**config.mk**
```make
export PLATFORM = sky130hd
export DESIGN_NAME = acc_seq_top
export DESIGN_NICKNAME = d
export VERILOG_FILES = /design/src/rtl/acc_seq_pkg.sv /design/src/rtl/acc_seq_acc.sv /design/src/rtl/acc_seq_top.sv /design/src/rtl/acc_seq.sv
export SDC_FILE = /design/constraint.sdc
export NUM_CORES = 1
export LEC_CHECK = 0
export ABC_CLOCK_PERIOD_IN_PS = 2200
export CORE_ASPECT_RATIO = 0.5
export CORE_MARGIN = 4
export CORE_UTILIZATION = 56
export CTS_BUF_LIST = sky130_fd_sc_hd__clkbuf_8
export DETAILED_ROUTE_END_ITERATION = 6
export PLACE_DENSITY = 0.78
export SYNTH_ARGS = -nofsm -noshare
export SYNTH_HDL_FRONTEND = slang
export SYNTH_HIERARCHICAL = 1
export SYNTH_SLANG_ARGS = --single-unit
```
**constraint.sdc**
```tcl
create_clock -name clk -period 2.2 [get_ports clk]
set_clock_uncertainty 0.05 [all_clocks]
set_input_delay 0.66 -clock clk [delete_from_list [all_inputs] [get_ports clk]]
set_output_delay 0.66 -clock clk [all_outputs]
set_load 0.005 [all_outputs]
```
**src/rtl/acc_seq_pkg.sv**
```systemverilog
// Shared widths and state encoding for the accumulator sequencer and its accumulator.
package acc_seq_pkg;

  localparam int ACC_DATA_WIDTH = 8;
  localparam int ACC_CNT_WIDTH  = 8;
  localparam int FRAME_CNT_W    = 16;

  typedef enum logic [2:0] {
    IDLE    = 3'd0,
    CLEAR   = 3'd1,
    RUN     = 3'd2,
    DRAIN   = 3'd3,
    CAPTURE = 3'd4,
    RESULT  = 3'd5
  } acc_seq_state_e;

  // Final accept of a frame: counter has reached len-1 (len is never 0 in RUN).
  function automatic logic is_last_sample(input logic [ACC_CNT_WIDTH-1:0] cnt,
                                          input logic [ACC_CNT_WIDTH-1:0] len);
    return cnt == (len - ACC_CNT_WIDTH'(1));
  endfunction

endpackage

```
**src/rtl/acc_seq_acc.sv**
```systemverilog
// Frame accumulator: clear has priority over enable; sum wraps modulo 2^DATA_WIDTH.
module acc_seq_acc
  import acc_seq_pkg::*;
#(
  parameter int DATA_WIDTH = ACC_DATA_WIDTH
) (
  input  logic                  clk,
  input  logic                  reset,
  input  logic [DATA_WIDTH-1:0] data_in,
  input  logic                  acc_enable,
  input  logic                  clear,
  output logic [DATA_WIDTH-1:0] data_out
);

  always_ff @(posedge clk) begin
    if (reset || clear) data_out <= '0;
    else if (acc_enable) data_out <= data_out + data_in;
  end

endmodule

```
**src/rtl/acc_seq_top.sv**
```systemverilog
// Integration wrapper: sequencer plus accumulator, exposing only stream and result ports.
module acc_seq_top
  import acc_seq_pkg::*;
#(
  parameter int DATA_WIDTH = ACC_DATA_WIDTH,
  parameter int CNT_WIDTH  = ACC_CNT_WIDTH
) (
  input  logic                   clk,
  input  logic                   reset,
  input  logic                   start,
  input  logic [CNT_WIDTH-1:0]   frame_len,
  input  logic [DATA_WIDTH-1:0]  in_data,
  input  logic                   in_valid,
  output logic                   in_ready,
  output logic [DATA_WIDTH-1:0]  res_data,
  output logic                   res_valid,
  input  logic                   res_ready,
`ifdef ACC_SEQ_FRAME_CNT_EN
  output logic [FRAME_CNT_W-1:0] frame_cnt,
`endif
  output logic                   busy
);

  logic [DATA_WIDTH-1:0] acc_data;
  logic                  acc_enable;
  logic                  acc_clear;
  logic [DATA_WIDTH-1:0] acc_result;

  acc_seq #(.DATA_WIDTH(DATA_WIDTH), .CNT_WIDTH(CNT_WIDTH)) u_seq (
    .clk        (clk),
    .reset      (reset),
    .start      (start),
    .frame_len  (frame_len),
    .in_data    (in_data),
    .in_valid   (in_valid),
    .in_ready   (in_ready),
    .acc_data   (acc_data),
    .acc_enable (acc_enable),
    .acc_clear  (acc_clear),
    .acc_result (acc_result),
    .res_data   (res_data),
    .res_valid  (res_valid),
    .res_ready  (res_ready),
`ifdef ACC_SEQ_FRAME_CNT_EN
    .frame_cnt  (frame_cnt),
`endif
    .busy       (busy)
  );

  acc_seq_acc #(.DATA_WIDTH(DATA_WIDTH)) u_acc (
    .clk        (clk),
    .reset      (reset),
    .data_in    (acc_data),
    .acc_enable (acc_enable),
    .clear      (acc_clear),
    .data_out   (acc_result)
  );

endmodule

```
**src/rtl/acc_seq.sv**
```systemverilog
// Sample-stream framer driving the accumulator and returning one sum per frame.
// Optional frame counter output enabled by defining ACC_SEQ_FRAME_CNT_EN.
module acc_seq
  import acc_seq_pkg::*;
#(
  parameter int DATA_WIDTH = ACC_DATA_WIDTH,
  parameter int CNT_WIDTH  = ACC_CNT_WIDTH
) (
  input  logic                   clk,
  input  logic                   reset,
  input  logic                   start,
  input  logic [CNT_WIDTH-1:0]   frame_len,
  input  logic [DATA_WIDTH-1:0]  in_data,
  input  logic                   in_valid,
  output logic                   in_ready,
  output logic [DATA_WIDTH-1:0]  acc_data,
  output logic                   acc_enable,
  output logic                   acc_clear,
  input  logic [DATA_WIDTH-1:0]  acc_result,
  output logic [DATA_WIDTH-1:0]  res_data,
  output logic                   res_valid,
  input  logic                   res_ready,
`ifdef ACC_SEQ_FRAME_CNT_EN
  output logic [FRAME_CNT_W-1:0] frame_cnt,
`endif
  output logic                   busy
);

  acc_seq_state_e       state;
  logic [CNT_WIDTH-1:0] len_q;
  logic [CNT_WIDTH-1:0] cnt;
  logic                 accept;
  logic                 last;

  assign in_ready = (state == RUN);
  assign busy     = (state != IDLE);
  assign accept   = in_valid && in_ready;
  assign last     = (cnt == (len_q - CNT_WIDTH'(1)));

  always_ff @(posedge clk) begin
    if (reset) begin
      state      <= IDLE;
      len_q      <= '0;
      cnt        <= '0;
      acc_data   <= '0;
      acc_enable <= 1'b0;
      acc_clear  <= 1'b0;
      res_data   <= '0;
      res_valid  <= 1'b0;
`ifdef ACC_SEQ_FRAME_CNT_EN
      frame_cnt  <= '0;
`endif
    end else begin
      case (state)
        IDLE: begin
          acc_enable <= 1'b0;
          if (start) begin
            len_q     <= frame_len;
            cnt       <= '0;
            acc_clear <= 1'b1;
            state     <= CLEAR;
          end
        end
        CLEAR: begin
          // Accumulator clears on the edge leaving this state.
          acc_clear <= 1'b0;
          state     <= (len_q == '0) ? DRAIN : RUN;
        end
        RUN: begin
          if (accept) begin
            acc_data   <= in_data;
            acc_enable <= 1'b1;
            cnt        <= cnt + CNT_WIDTH'(1);
            if (last) state <= DRAIN;
          end else begin
            acc_enable <= 1'b0;
          end
        end
        DRAIN: begin
          // Final sample's enable is live this cycle; sum settles on the exit edge.
          acc_enable <= 1'b0;
          state      <= CAPTURE;
        end
        CAPTURE: begin
          res_data  <= acc_result;
          res_valid <= 1'b1;
          state     <= RESULT;
        end
        RESULT: begin
          if (res_ready) begin
            res_valid <= 1'b0;
            state     <= IDLE;
`ifdef ACC_SEQ_FRAME_CNT_EN
            frame_cnt <= frame_cnt + FRAME_CNT_W'(1);
`endif
          end
        end
        default: state <= IDLE;
      endcase
    end
  end

  always_ff @(posedge clk) begin
    if (!reset) assert (!(acc_enable && acc_clear));
  end

endmodule

```
# == After elaboration in Yosys (flattened, before gate mapping) ==
# Index checks and enable logic that the tools add are counted.
# W data, S select, Z words.
# op_classes
n_addsub,3
n_eq_ne,10
muxes,15
n_reduce_logical,16
# ops
operator,count
$pmux W3 S6,1
$mux W8,2
$pmux W8 S2,1
$mux W3,4
$add A8 B1 Y8 const B,1
$add A8 B8 Y8,1
$eq A8 B8 Y1,1
$logic_not A8 Y1,1
$ne A2 B2 Y1 const B,4
$reduce_and A2 Y1,4
$reduce_bool A2 Y1,4
$sub A8 B1 Y8 const B,1
$eq A3 B2 Y1 const B,2
$eq A3 B3 Y1 const B,2
$pmux W1 S2,3
$mux W1,4
$reduce_and A4 Y1,1
$eq A3 B1 Y1 const B,1
$logic_not A3 Y1,1
$reduce_and A3 Y1,1
$reduce_bool A3 Y1,1
$reduce_or A2 Y1,1
$logic_and A1 B1 Y1,1
$logic_or A1 B1 Y1,1
# word_totals
register_bits,46
inputBits,21
out_inout_bits,11
wordCells,53

# == Logic depth before layout (Yosys ltp) ==
# depth
ltp_word,5
mapped_depth,8
depth_no_buf,8

# == Modules after synthesis ==
# The synthesis kept the hierarchy.
# by_module_without_submodules
module,instances,cells_per_inst,area_per_inst_um2,seq_area_each_um2
acc_seq,1,219,1740.4,760.7
acc_seq_acc,1,69,590.6,160.2

# == Worst setup path before layout ==
# No wires, ideal clock.
# synth_path
path_type,input -> register
startpoint,in start
endpoint,reg u_seq.cnt[7]
setup_ns,0.120
arrival_time_ns,1.697
required_ns,2.030
slack_ns,0.333
stages,5
path_buffers,0
cell_sequence,or4b_4 > a211oi_2 > nand3_1 > xor2_1 > nor2_2
# synth_via
elab_chain_cells,2
# synth_rtl
item,line_no,source
from (decl),acc_seq_top.sv:10,"input logic start,"
$ne A2 B2 Y1 (no line),n/a,
$reduce_and A3 Y1 (no line),n/a,
to (signal assigned),acc_seq.sv:73,cnt <= cnt + CNT_WIDTH'(1);
to (decl),acc_seq.sv:31,logic [CNT_WIDTH-1:0] cnt;
# No other way between the ends.
# A chain may end at the register's enable or synchronous reset.

# == Worst setup path after layout ==
# layout_path
startpoint,reg u_seq.state[1]
endpoint,out in_ready
# layout_via
elab_chain_cells,1
# layout_rtl
item,line_no,source
from (decl),acc_seq.sv:29,acc_seq_state_e state;
from (signal assigned),acc_seq.sv:67,state <= (len_q == '0) ? DRAIN : RUN;
$eq A3 B2 Y1,acc_seq.sv:35,assign in_ready = (state == RUN);
to (decl),acc_seq_top.sv:14,"output logic in_ready,"
# No other way between the ends.

==> summary.md <==
| Metric | Value |
|---|---|
| Result of the run | `finished, final reports clean` |
| # IOs | `32` |
| Post-detailed-routing wire length | `approximately 5200 um` |
| Cell at the slowest stage of the critical path | `sky130_fd_sc_hd__clkdlybuf4s50_1` |
| Multiplexer share of the synthesized area | `around 2.2%` |
| Clock buffer count from CTS | `5` |
| Remaining antenna violation count | `0` |
| Number of synthesis warnings | `6` |
| Die X-Extent | `99.2 um` |
| Power density normalized to cell area | `roughly 860 nW/um2` |
| Commonest non-fill, non-tap cell in the layout | `sky130_fd_sc_hd__nand2_1` |
| Max FO, Critical Path | `3` |
| Final Wtd Congestion | `approximately 0.9` |
| Hold Path End | `u_seq/res_data[5]$_SDFFE_PP0P_` |
| Number of DRC markers after the initial detailed-route iteration | `83` |
| Cell taking the most area after synthesis | `sky130_fd_sc_hd__dfxtp_1` |
| Post-detailed-placement half-perimeter wirelength | `3740 um` |
| Type of destination of the critical path | `output port` |
| Family with the most delay on the worst path | `buffers and inverters` |
| Post-Synthesis Mean Instance Area | `around 8.1 um2` |
| Post-route DRC violation count | `0` |
| Required @ worst endpoint | `roughly 1.5 ns` |
| Achievable clock frequency | `467 MHz` |
| Final Cycle Share | `between 90% and 100%` |
| Number of gates on the worst path with buffers counted | `2` |
| Register bit count reported by yosys | `46` |
| Number of hold buffers added after CTS | `0` |
| Post-synthesis instance total | `288` |
| Clock H-tree levels | `2` |
| Total grt overflow | `0` |
| Total setup buffers inserted after CTS | `0` |
| Die ar. | `5320 um2` |
| Mean number of vias per cell | `5.45` |
| Global-route wire length before repair | `8480 um` |
| Cell-by-cell listing of the critical path | `nor3b_4 -> clkdlybuf4s50_1` |
| Leakage dissipation | `1.09 nW` |
| Final critical path time including I/O delays and setup | `2.14 ns` |
| Setup Crit Path Kind | `flip-flop to output port` |
| Primary FF master, synth | `sky130_fd_sc_hd__dfxtp_1` |
| Cell variety after synth | `50` |
| Antenna diode instance count | `0` |
| Area contributors post-synth | `sky130_fd_sc_hd__dfxtp_1 (40%), sky130_fd_sc_hd__nand2_1 (10%), sky130_fd_sc_hd__a21oi_1 (6.9%), sky130_fd_sc_hd__ha_1 (4.8%), sky130_fd_sc_hd__xnor2_1 (3.4%)` |
| Portion of synthesized cell area occupied by the leading cell type | `39.5%` |
| Post-layout instance area | `just under 3000 um2` |
| IO buf count | `31` |
| Initial antenna violation count | `0` |
| Clock sinks | `46` |
| Data arrival time of the worst path | `1.43 ns` |
| Post-placement cell area | `2770 um2` |
| Buffers & Inverters on Critical Path | `1` |
| Fraction of the mapped netlist area in simple logic gates | `26.1%` |
| CTS root buf | `sky130_fd_sc_hd__clkbuf_8` |
| Register-to-Register Path Depth | `7` |
| Area used by multi-input combinational logic | `1330 um2` |
| Initial core utilization | `58.8%` |
| Fraction of the mapped netlist area in compound gates | `15.7%` |
| FF+latch area | `slightly above 900 um2` |
| Average wire length per cell after detail routing | `13.5 um` |
| Max transition margin | `62.8%` |
| Max-slew violation total from the final report | `0` |
| Min Hold Slack | `0.407 ns` |
| Worst Hold Path Cells | `2` |
| TritonRoute pass-1 iters | `6` |
| Via count of the first global-routing pass | `approximately 2,000` |
| Worst Min Path Start | `u_seq/res_data[5]$_SDFFE_PP0P_` |
| Count of endpoints failing hold in the final timing report | `0` |
| Area growth, synth to finish | `24.2%` |
| Critical Path Max Stage Delay | `0.53 ns` |
| Post-synth EDFFs | `0` |
| Sequential area share after synthesis | `39.5%` |
| Bufs on Longest Clock Path | `2` |
| Share of synthesized registers carrying an async set or reset | `0%` |
| Xor and xnor fraction of the mapped netlist area | `6.76%` |
| Internal reg-to-reg setup slack | `approximately 0.21 ns` |
| Number of placement rows | `16` |
| Layout cells sized above 1 | `10.4%` |
| Vias | `approximately 2,100` |
| Max-cap violation count | `0` |
| Filler Cell Count | `312` |
| Placeable core area | `roughly 4000 um2` |
| Slew at the pin closest to its max-slew limit | `around 0.55 ns` |
| Launching element type of the critical path | `flip-flop` |
| Clock insertion delay at the later pin of the skew report | `between 0.2 and 0.3 ns` |
| Largest net degree at the start of global routing | `36` |
| Worst min-delay path class | `flip-flop to flip-flop` |
| Terminus of the critical flop-to-flop path | `u_seq/state[0]$_SDFFE_PP0P_` |
| Total power draw | `2.49 mW` |
| Combined area of all synthesized cells | `2330 um2` |
| Largest family of logic cells by synthesized area | `simple AND/OR/NAND/NOR gates` |
| VDD IR max | `0.484 mV` |
| Die height | `53.6 um` |
| Commonest non-fill, non-tap cells in the layout | `sky130_fd_sc_hd__nand2_1 (63), sky130_fd_sc_hd__dfxtp_1 (46), sky130_fd_sc_hd__a21oi_1 (32), sky130_fd_sc_hd__clkdlybuf4s50_1 (30), sky130_fd_sc_hd__nor2_1 (16)` |
| Total Routing Usage GR | `20.2%` |
| CTS tree | `built` |
| Post-synthesis share of cell area spent on full adders, half adders and majority gates | `5.69%` |
| Net total in the final layout | `358` |
| Number of endpoints failing setup at the final stage | `0` |
| Beginning of the worst register-to-register path | `u_seq/len_q[0]$_SDFFE_PP0P_` |
| Number of nets in the synthesized netlist | `319` |
| Clock slew seen by the registers of the worst setup and hold paths | `0.09 ns` |
state kept, by name, summed over array words and instances (netlist names):
signal,count
u_seq/acc_data,8
u_seq/len_q,8
u_seq/res_valid,1
u_seq/acc_enable,1
u_seq/cnt,8
u_seq/state,3
u_seq/res_data,8
u_seq/acc_clear,1
u_acc/data_out,8
worst min-delay path, stage by stage, from the launching register on:
cell and delay, ns:
sky130_fd_sc_hd__dfxtp_1 0.32, sky130_fd_sc_hd__nand2_1 0.05, sky130_fd_sc_hd__a21oi_1 0.05
cells in the mapped netlist, types with 2 or more instances:
master and instances:
sky130_fd_sc_hd__clkbuf_1 10, sky130_fd_sc_hd__o21ai_1 2, sky130_fd_sc_hd__nand4_1 4, sky130_fd_sc_hd__ha_1 9
sky130_fd_sc_hd__or2_2 2, sky130_fd_sc_hd__o211ai_1 3, sky130_fd_sc_hd__nor3_1 5, sky130_fd_sc_hd__xnor2_1 9
sky130_fd_sc_hd__xor2_1 9, sky130_fd_sc_hd__a21oi_1 32, sky130_fd_sc_hd__nor2_2 2, sky130_fd_sc_hd__nor2_1 16
sky130_fd_sc_hd__dfxtp_1 46, sky130_fd_sc_hd__inv_1 11, sky130_fd_sc_hd__o21ai_0 5, sky130_fd_sc_hd__and3_1 2
sky130_fd_sc_hd__nand3_1 5, sky130_fd_sc_hd__buf_2 3, sky130_fd_sc_hd__nand2b_1 3, sky130_fd_sc_hd__or3_1 3
sky130_fd_sc_hd__nor3b_1 7, sky130_fd_sc_hd__a211oi_2 2, sky130_fd_sc_hd__o21a_1 2, sky130_fd_sc_hd__mux2i_1 4
sky130_fd_sc_hd__nor2b_1 3, sky130_fd_sc_hd__nand2_1 64, sky130_fd_sc_hd__a211oi_1 2
stage by stage:
step | TNS, ns | instances | util (%) | setup slack, ns
after floorplan | 0 | 288 | - | 0.333
after global placement | -0.783 | 374 | 70.0 | -0.163
after detailed placement | -1.06 | 374 | 70.0 | -0.211
after CTS | 0 | 382 | 72.8 | 0.0293
after global routing | -0.00359 | 382 | 73.0 | -0.00359
final | 0 | 382 | 73.0 | 0.0609
per-layer routing:
metal / vias to the layer above / wire length (um) / track usage (%) / share of wire, %
met5: - / 0 / 0 / 0
met3: 4 / 209 / 4.66 / 4.1
met4: 0 / 31 / 5.67 / 0.60
met2: 31 / 2560 / 37.9 / 50
met1: 981 / 2350 / 23.8 / 46
li1: 1064 / - / - / -
where the power goes:
part	total [mW]	switching, mW	internal [mW]	leakage, nW
sequential	1.02	0.0978	0.918	0.373
combinational	0.865	0.444	0.421	0.664
clock	0.614	0.280	0.334	0.0579
what timing repair did:
item / 4_1_cts / 5_1_grt
endpoints found under the setup margin: 2 / 2
resized for setup: 2 / 2
cloned: 0 / 0
pin swaps: 0 / 0
how the worst max path moves through the flow:
stage	startpoint	end	slack [ns]
after floorplan	start	u_seq/cnt[7]$_SDFFE_PP0P_	0.33
after global placement	start	u_seq/cnt[5]$_SDFFE_PP0P_	-0.16
after detailed placement	start	u_seq/cnt[7]$_SDFFE_PP0P_	-0.21
after CTS	u_seq/state[1]$_SDFFE_PP0P_	in_ready	0.03
after global routing	u_seq/state[1]$_SDFFE_PP0P_	in_ready	-0.004
final	u_seq/state[1]$_SDFFE_PP0P_	in_ready	0.06
cell type report:
| class | count | share of cell area, % |
|---|---|---|
| clock buffer | 5 | 2.38 |
| clock inverter | 3 | 1.38 |
| inverter | 11 | 1.43 |
| multi-input combinational | 218 | 45.9 |
| sequential | 46 | 31.8 |
| tap | 54 | 2.33 |
| timing repair buffer | 45 | 14.7 |
cells by family after synthesis:
| kind of cell | Yosys count |
|---|---|
| flip-flops | 46 |
| adder cells (fa/ha/maj) | 10 |
| XOR/XNOR | 18 |
| buffers and inverters | 24 |
| AND/OR/NAND/NOR | 126 |
| multiplexers | 5 |
| AO/OA/AOI/OAI | 59 |
Note: power is estimated with default switching activity, not from simulation.
